[src/rtl/mem_pkg.sv]
// Shared types for the memory access unit: FSM states and byte-lane helpers.
// Lane numbering follows the byte address LSB; endianness maps it to bits.
package mem_pkg;

  typedef enum logic [1:0] {
    IDLE   = 2'd0,
    ACCESS = 2'd1,
    MERGE  = 2'd2
  } state_t;

  localparam logic LANE_0 = 1'b0;
  localparam logic LANE_1 = 1'b1;

  // True when the lane lives in bits [15:8].
  function automatic logic lane_hi(
    input logic big_endian,
    input logic lane
  );
    return (lane == LANE_0) ? big_endian : !big_endian;
  endfunction

endpackage

[src/rtl/mem_byte_fmt.sv]
// Byte-lane formatter: load-side extract with sign/zero extension and
// store-side lane merge into a 16-bit word.
module mem_byte_fmt
  import mem_pkg::*;
#(
  parameter int BIG_ENDIAN = 1
) (
  input  logic [15:0] word,
  input  logic        lane,
  input  logic        sign,
  input  logic [7:0]  bdata,
  output logic [15:0] ld_data,
  output logic [15:0] st_data
);

  logic       hi;
  logic [7:0] sel;

  assign hi  = lane_hi(BIG_ENDIAN != 0, lane);
  assign sel = hi ? word[15:8] : word[7:0];

  assign ld_data = {{8{sign & sel[7]}}, sel};
  assign st_data = hi ? {bdata, word[7:0]}
                      : {word[15:8], bdata};

endmodule

[src/rtl/mem_access_unit.sv]
// Load/store unit between EX/MEM and a 16-bit word memory.
// Byte stores run as read-modify-write over ACCESS then MERGE.
module mem_access_unit
  import mem_pkg::*;
#(
  parameter int ADDR_W     = 16,
  parameter int BIG_ENDIAN = 1
) (
  input  logic              clk,
  input  logic              rst,
  input  logic              req_valid,
  output logic              req_ready,
  input  logic              req_write,
  input  logic              req_byte,
  input  logic              req_sign,
  input  logic [ADDR_W-1:0] req_addr,
  input  logic [15:0]       req_wdata,
  output logic [ADDR_W-1:0] dm_addr,
  output logic [15:0]       dm_wdata,
  output logic              dm_we,
  input  logic [15:0]       dm_rdata,
  output logic              rsp_valid,
  output logic [15:0]       rsp_rdata,
  output logic              rsp_err
);

  state_t            state;
  state_t            state_nx;
  logic [ADDR_W-1:0] h_addr;
  logic [15:0]       h_wdata;
  logic              h_write;
  logic              h_byte;
  logic              h_sign;
  logic [15:0]       merge_q;
  logic [15:0]       wdata_q;
  logic              misal;
  logic [15:0]       fmt_word;
  logic [15:0]       fmt_ld;
  logic [15:0]       fmt_st;

  assign misal   = !h_byte && h_addr[0];
  assign dm_addr = {1'b0, h_addr[ADDR_W-1:1]};

  // One formatter serves both the load path and the RMW merge.
  assign fmt_word = (state == MERGE) ? merge_q : dm_rdata;

  mem_byte_fmt #(
    .BIG_ENDIAN(BIG_ENDIAN)
  ) u_fmt (
    .word   (fmt_word),
    .lane   (h_addr[0]),
    .sign   (h_sign),
    .bdata  (h_wdata[7:0]),
    .ld_data(fmt_ld),
    .st_data(fmt_st)
  );

  always_comb begin
    state_nx  = state;
    dm_we     = 1'b0;
    req_ready = 1'b0;
    unique case (state)
      IDLE: begin
        req_ready = 1'b1;
        if (req_valid) state_nx = ACCESS;
      end
      ACCESS: begin
        dm_we    = h_write && !h_byte && !misal;
        state_nx = (h_write && h_byte) ? MERGE : IDLE;
      end
      MERGE: begin
        dm_we    = 1'b1;
        state_nx = IDLE;
      end
      default: state_nx = IDLE;
    endcase
  end

  always_comb begin
    dm_wdata = wdata_q;
    if (state == MERGE) dm_wdata = fmt_st;
    else if (dm_we)     dm_wdata = h_wdata;
  end

  always_ff @(posedge clk or posedge rst) begin
    if (rst) begin
      state     <= IDLE;
      h_addr    <= '0;
      h_wdata   <= '0;
      h_write   <= 1'b0;
      h_byte    <= 1'b0;
      h_sign    <= 1'b0;
      merge_q   <= '0;
      wdata_q   <= '0;
      rsp_valid <= 1'b0;
      rsp_rdata <= '0;
      rsp_err   <= 1'b0;
    end else begin
      state     <= state_nx;
      rsp_valid <= 1'b0;
      rsp_rdata <= '0;
      rsp_err   <= 1'b0;
      if (dm_we) wdata_q <= dm_wdata;
      unique case (state)
        IDLE: begin
          if (req_valid) begin
            h_addr  <= req_addr;
            h_wdata <= req_wdata;
            h_write <= req_write;
            h_byte  <= req_byte;
            h_sign  <= req_sign;
          end
        end
        ACCESS: begin
          if (misal) begin
            rsp_valid <= 1'b1;
            rsp_err   <= 1'b1;
          end else if (h_write && h_byte) begin
            merge_q <= dm_rdata;
          end else begin
            rsp_valid <= 1'b1;
            if (!h_write) rsp_rdata <= h_byte ? fmt_ld : dm_rdata;
          end
        end
        MERGE: rsp_valid <= 1'b1;
        default: ;
      endcase
    end
  end

endmodule

[config.mk]
export PLATFORM = sky130hd
export DESIGN_NAME = mem_access_unit
export DESIGN_NICKNAME = d
export VERILOG_FILES = /design/src/rtl/mem_pkg.sv /design/src/rtl/mem_byte_fmt.sv /design/src/rtl/mem_access_unit.sv
export SDC_FILE = /design/constraint.sdc
export NUM_CORES = 1
export LEC_CHECK = 0
export BUFFER_PORTS_ARGS = -buffer_cell sky130_fd_sc_hd__buf_2
export CAP_MARGIN = 20
export CORE_AREA = 2 2 80 139
export CTS_CLUSTER_SIZE = 10
export DETAILED_ROUTE_END_ITERATION = 8
export DIE_AREA = 0 0 82 141
export GPL_ROUTABILITY_DRIVEN = 0
export PLACE_DENSITY_LB_ADDON = 0.15
export RECOVER_POWER = 100
export SETUP_SLACK_MARGIN = 0.15
export SLEW_MARGIN = 25
export SYNTH_ARGS = -nofsm -noshare
export SYNTH_HDL_FRONTEND = slang
export SYNTH_SLANG_ARGS = --single-unit
[constraint.sdc]
create_clock -name clk -period 6.49 [get_ports clk]
set_input_delay 0.3245 -clock clk [delete_from_list [all_inputs] [get_ports clk]]
set_output_delay 0.3245 -clock clk [all_outputs]
set_load 0.01 [all_outputs]
# Word-level counts from Yosys, hierarchy flattened
# Cells that the tools add are included.
# Widths: inputs -> output; s select.
[totals]
ff_bits = 87
output_inout_bits = 52
wordCells = 45
in_bits = 54
[op_classes]
bitwise_logic = 2
reduce_logical = 9
mux = 20
n_eq_ne = 3
[op_table]
columns = ["cell", "count"]
rows = [
  ["$mux 16", 9],
  ["$mux 8", 1],
  ["$mux 1", 5],
  ["$logic_and 1x1->1", 4],
  ["$mux 2", 2],
  ["$pmux 1 s2", 2],
  ["$pmux 2 s2", 1],
  ["$reduce_and 3->1", 1],
  ["$eq 2x1->1 const B", 1],
  ["$eq 2x2->1 const B", 1],
  ["$logic_not 1->1", 2],
  ["$logic_not 2->1", 1],
  ["$ne 2x2->1 const B", 1],
  ["$reduce_and 2->1", 1],
  ["$and 1x1->1", 1],
  ["$not 1->1", 1],
]

# Longest topological paths before layout
[logic_depth]
ltp_word = 9
ltp_mapped = 7
depth_no_buf = 6

# Modules after synthesis
# Synthesis repeated with hierarchy kept, for this count alone.
[hier_totals]
cells_unflattened = 418
area_unflattened_um2 = 4663.2
[by_module_without_submodules]
columns = ["mod", "cells_each", "instances", "seq_area_each_um2", "area_per_inst_um2"]
rows = [
  ["mem_access_unit", 383, 1, 2177.1, 4290.4],
  ["mem_byte_fmt", 35, 1, 0.0, 372.9],
]

# Worst setup path before layout
# No wires, ideal clock.
[synth_path]
path_type = "flip-flop to output port"
start = "register state[0]"
end = "output dm_wdata[11]"
path_stages_with_launch = 8
n_path_buf = 2
t_arrival_ps = 1653
required_ps = 6165
setup_slack_ps = 4512
cell_sequence = "dfrtp_1 > inv_1 > ha_1 > buf_2 > clkbuf_1 > nor3_1 > a31oi_1 > nor3b_1"
[synth_via]
elab_chain_len = 4
word_cells_on_any_way = 7
cone_classes = "eq/ne (2); mux (5)"
[synth_rtl]
columns = ["element", "line", "text"]
rows = [
  ["start, declared", "mem_access_unit.sv:27", "state_t state;"],
  ["start signal, assigned", "mem_access_unit.sv:99", "state <= state_nx;"],
  ["$eq 2x2->1 / $eq 2x1->1 (equally long branches)", "mem_access_unit.sv:45, mem_access_unit.sv:62, mem_access_unit.sv:81", ""],
  ["$pmux 1 s2 / $mux 16 (equally long branches)", "mem_access_unit.sv:62, mem_access_unit.sv:45", ""],
  ["$mux 16 (on tied branches)", "mem_access_unit.sv:82, mem_byte_fmt.sv:23", ""],
  ["$mux 16 (*)", "mem_access_unit.sv:81", "if (state == MERGE) dm_wdata = fmt_st;"],
  ["end, declared", "mem_access_unit.sv:19", "output logic [15:0] dm_wdata,"],
]
# Every way passes the cells marked *; elsewhere a longest branch is shown, timed or not.

==> reports/metrics.yaml <==
run_status:
  run_status: "finished, violations left"
  violations_in_the_final_reports: "max-capacitance violations, max-slew violations"
clock_tree:
  clk_pin_slew_ns: 0.06
  clock_tree.buffer_depth: 2
  htree_num_levels: 3
  cts_repair_resize_count: 0
  post-cts-setup-buffers: 0
  tritoncts: "built"
  cts-root-buf: "clkbuf_16"
  numCtsBuffers: 9
  clkSinkCount: 87
  clock_latency_ns: 0.33
  ctsHoldBuffers: 0
drt:
  wl_met2_um: 5759
  wl_met1_um: 4186
  met3_wirelength_um: 476
  wl_um: 10730
  routed.top_layer: "met4"
  detail_route.iter0.violations: 131
  viasPerCell: 5.681
  drt_pass1_iterations: 4
  drc_errors: 0
  postRouteAntennaNets: 0
  routed_wire_length_per_instance_um: 18.41
  total_number_of_vias: 3312
global_route:
  grt_overflow: 0
  first_global_vias: 3362
  gr-usage-all-layers: 0.1933
  grt_start_max_net_pins: 54
  initial_antenna_violation_count: 0
  grt_first_pass_wirelength_um: 17080
synth:
  synth_enable_flop_cells: 0
  synth_warnings: 0
  ys_seq_elements: 87
  synth_largest_type_area_fraction: 0.4867
  netlist_instances: 355
  synth.area.top_cells: "dfrtp_1, mux2_2, mux2i_1"
  yosys.cell_count.top_type: "dfrtp_1"
  post-synth-top-area-cell: "dfrtp_1"
  asyncSetResetFlopFracSynth: 1.000
  synth_seq_area_share: 0.4867
  synth_cell_count_leaders: "dfrtp_1, mux2_2, buf_2, mux2i_1"
  postSynthNetCount: 413
  synth_flop_cell: "dfrtp_1"
  avgSynthCellArea_um2: 12.60
  synth.cell_area_um2: 4473
  synth_cell_type_count: 41
setup_path:
  critical-path-slowest-cell: "clkbuf_1"
  critPathRequiredTime_ns: 6.29
  crit_path_cell_trace: "buf_2 > clkinvlp_2 > clkbuf_1"
  cp_slowest_stage_delay_ns: 2.13
  critPathLaunchType: "input port"
  crit_arrival_ns: 3.51
  worst-path-max-fanout: 53
  timing.critical_path.to_type: "asynchronous set/reset pin"
  path_class: "in -> async"
floorplanning:
  core_area_um2: 10510
  dieArea_um2: 11560
  rows: 50
  die-height_um: 141
  pin_count: 106
  start_util: 0.4256
  die-width_um: 82
timing:
  post-route-period-util: 0.5712
  finalHoldViolCount: 0
  unrepaired_setup_endpoints_after_global_routing: "no"
  timing.setup.tns_ns: 0
  clock-skew-final_ns: 0.006572
  worst-slew-pin-transition_ns: 2.902
  max_clock_freq_ghz: 0.2698
  period_minus_slack_ns: 3.707
  slew_limit_fails: 126
  slew_headroom: -0.9348
  hold_slack_ns: 0.2238
  setup-violations-final: 0
layout:
  insertedDiodeCount: 0
  drive_above_1_share: 0.3355
  layout.cell_area.non_filler_um2: 5230
  syn2layout_area_growth_pct: 16.92
  layout.nets: 506
placement:
  place.port_buffers: 104
  postPlaceCellArea_um2: 5050
  place.detailed.hpwl_um: 7836
power_and_ir_drop:
  power.density_nw_per_um2: 520.1
  peakVddDrop_uv: 227.3
  leak_pwr_nw: 2.221
  fin_total_pwr_mw: 2.720
run:
  max_cap_viol_count: 3
worst_hold_path:
  worstHoldPathType: "in -> reg"
flip-flops by register name, indices dropped and copies added (netlist names), 2 cells and up:
| signal | flops |
|---|---|
| h_addr | 16 |
| h_wdata | 16 |
| merge_q | 16 |
| rsp_rdata | 16 |
| state | 2 |
| wdata_q | 16 |
per-stage QoR:
| step | setup WS [ns] | instances | util |
|---|---|---|---|
| after detailed placement | 3.542 | 567 | 0.4805 |
| after global placement | 3.628 | 567 | 0.4805 |
| after floorplan | 3.915 | 355 | - |
| after CTS | 3.174 | 583 | 0.5082 |
| after global routing | 1.959 | 583 | 0.4976 |
| final | 2.783 | 583 | 0.4976 |
cell families (layout without fill, tap and decap cells):
logic type / Yosys count / count (layout) / synth area share
compound gates: 68 / 68 / 0.1284
fa+ha+maj: 4 / 4 / 0.01119
buf+inv: 34 / 132 / 0.03748
flops: 87 / 87 / 0.4867
mux: 103 / 103 / 0.2596
other cells: 1 / 1 / 0.0008384
simple gates: 58 / 58 / 0.07581
layer usage:
layer,vias to the layer above,GRT usage
li1,1519,-
met1,1666,0.2272
met2,105,0.3368
met3,22,0.03841
met4,0,0.07544
met5,-,0
path summary, 6_finish.rpt:
check / start / to / slack [ns] / cells after the start
hold reg to reg: wdata_q[7] / wdata_q[7] / 0.49 / 1
hold / removal: req_wdata[6] / h_wdata[6] / 0.22 / 2
setup reg to reg: h_byte / wdata_q[7] / 3.22 / 4
max in group clk: h_byte / dm_we / 2.83 / 4
setup / recovery: rst / rsp_rdata[5] / 2.78 / 3
min in group asynchronous: rst / h_addr[1] / 0.36 / 2
layout make-up:
cell class,instances,area (µm²)
Timing Repair Buffer,108,484.2
Clock inverter,4,45.04
Clock buffer,12,246.5
Multi-Input combinational cell,234,2083
Sequential cell,87,2177
Tap cell,130,162.7
Inverter,8,31.28
Fill cell,1037,5280
power breakdown:
| part | total, mW | leakage [nW] | internal [mW] | switching (mW) |
|---|---|---|---|---|
| clock network | 0.508 | 0.146 | 0.307 | 0.200 |
| logic | 1.20 | 1.01 | 0.588 | 0.609 |
| registers | 1.02 | 1.06 | 0.794 | 0.221 |
critical path: cells and delay by family:
family / cells / cell delay (ns)
buffers and inverters: 3 / 3.13
placed cells by master (no fill, tap or decap), types with 3 or more instances in the layout:
| cell | synthesis | final |
|---|---|---|
| and2_0 | 0 | 5 |
| nand2_1 | 5 | 5 |
| clkinv_2 | 0 | 3 |
| clkbuf_1 | 5 | 49 |
| mux2_1 | 1 | 16 |
| nor2b_1 | 4 | 3 |
| o22ai_1 | 10 | 10 |
| and2_1 | 8 | 3 |
| nor3_1 | 6 | 6 |
| a2111oi_0 | 6 | 6 |
| mux2i_1 | 17 | 17 |
| inv_1 | 7 | 6 |
| nor2_1 | 13 | 13 |
| buf_2 | 17 | 60 |
| a221o_1 | 8 | 8 |
| o221ai_1 | 8 | 8 |
| dfrtp_1 | 87 | 87 |
| o2bb2ai_1 | 13 | 13 |
| clkbuf_16 | 0 | 9 |
| mux2_2 | 79 | 70 |
| a31oi_1 | 4 | 4 |
| a211oi_1 | 8 | 8 |
| nand2b_1 | 10 | 10 |
| a21oi_1 | 3 | 3 |
| nor3b_1 | 4 | 4 |
| ha_1 | 4 | 4 |
(Power assumes the default switching activity.)
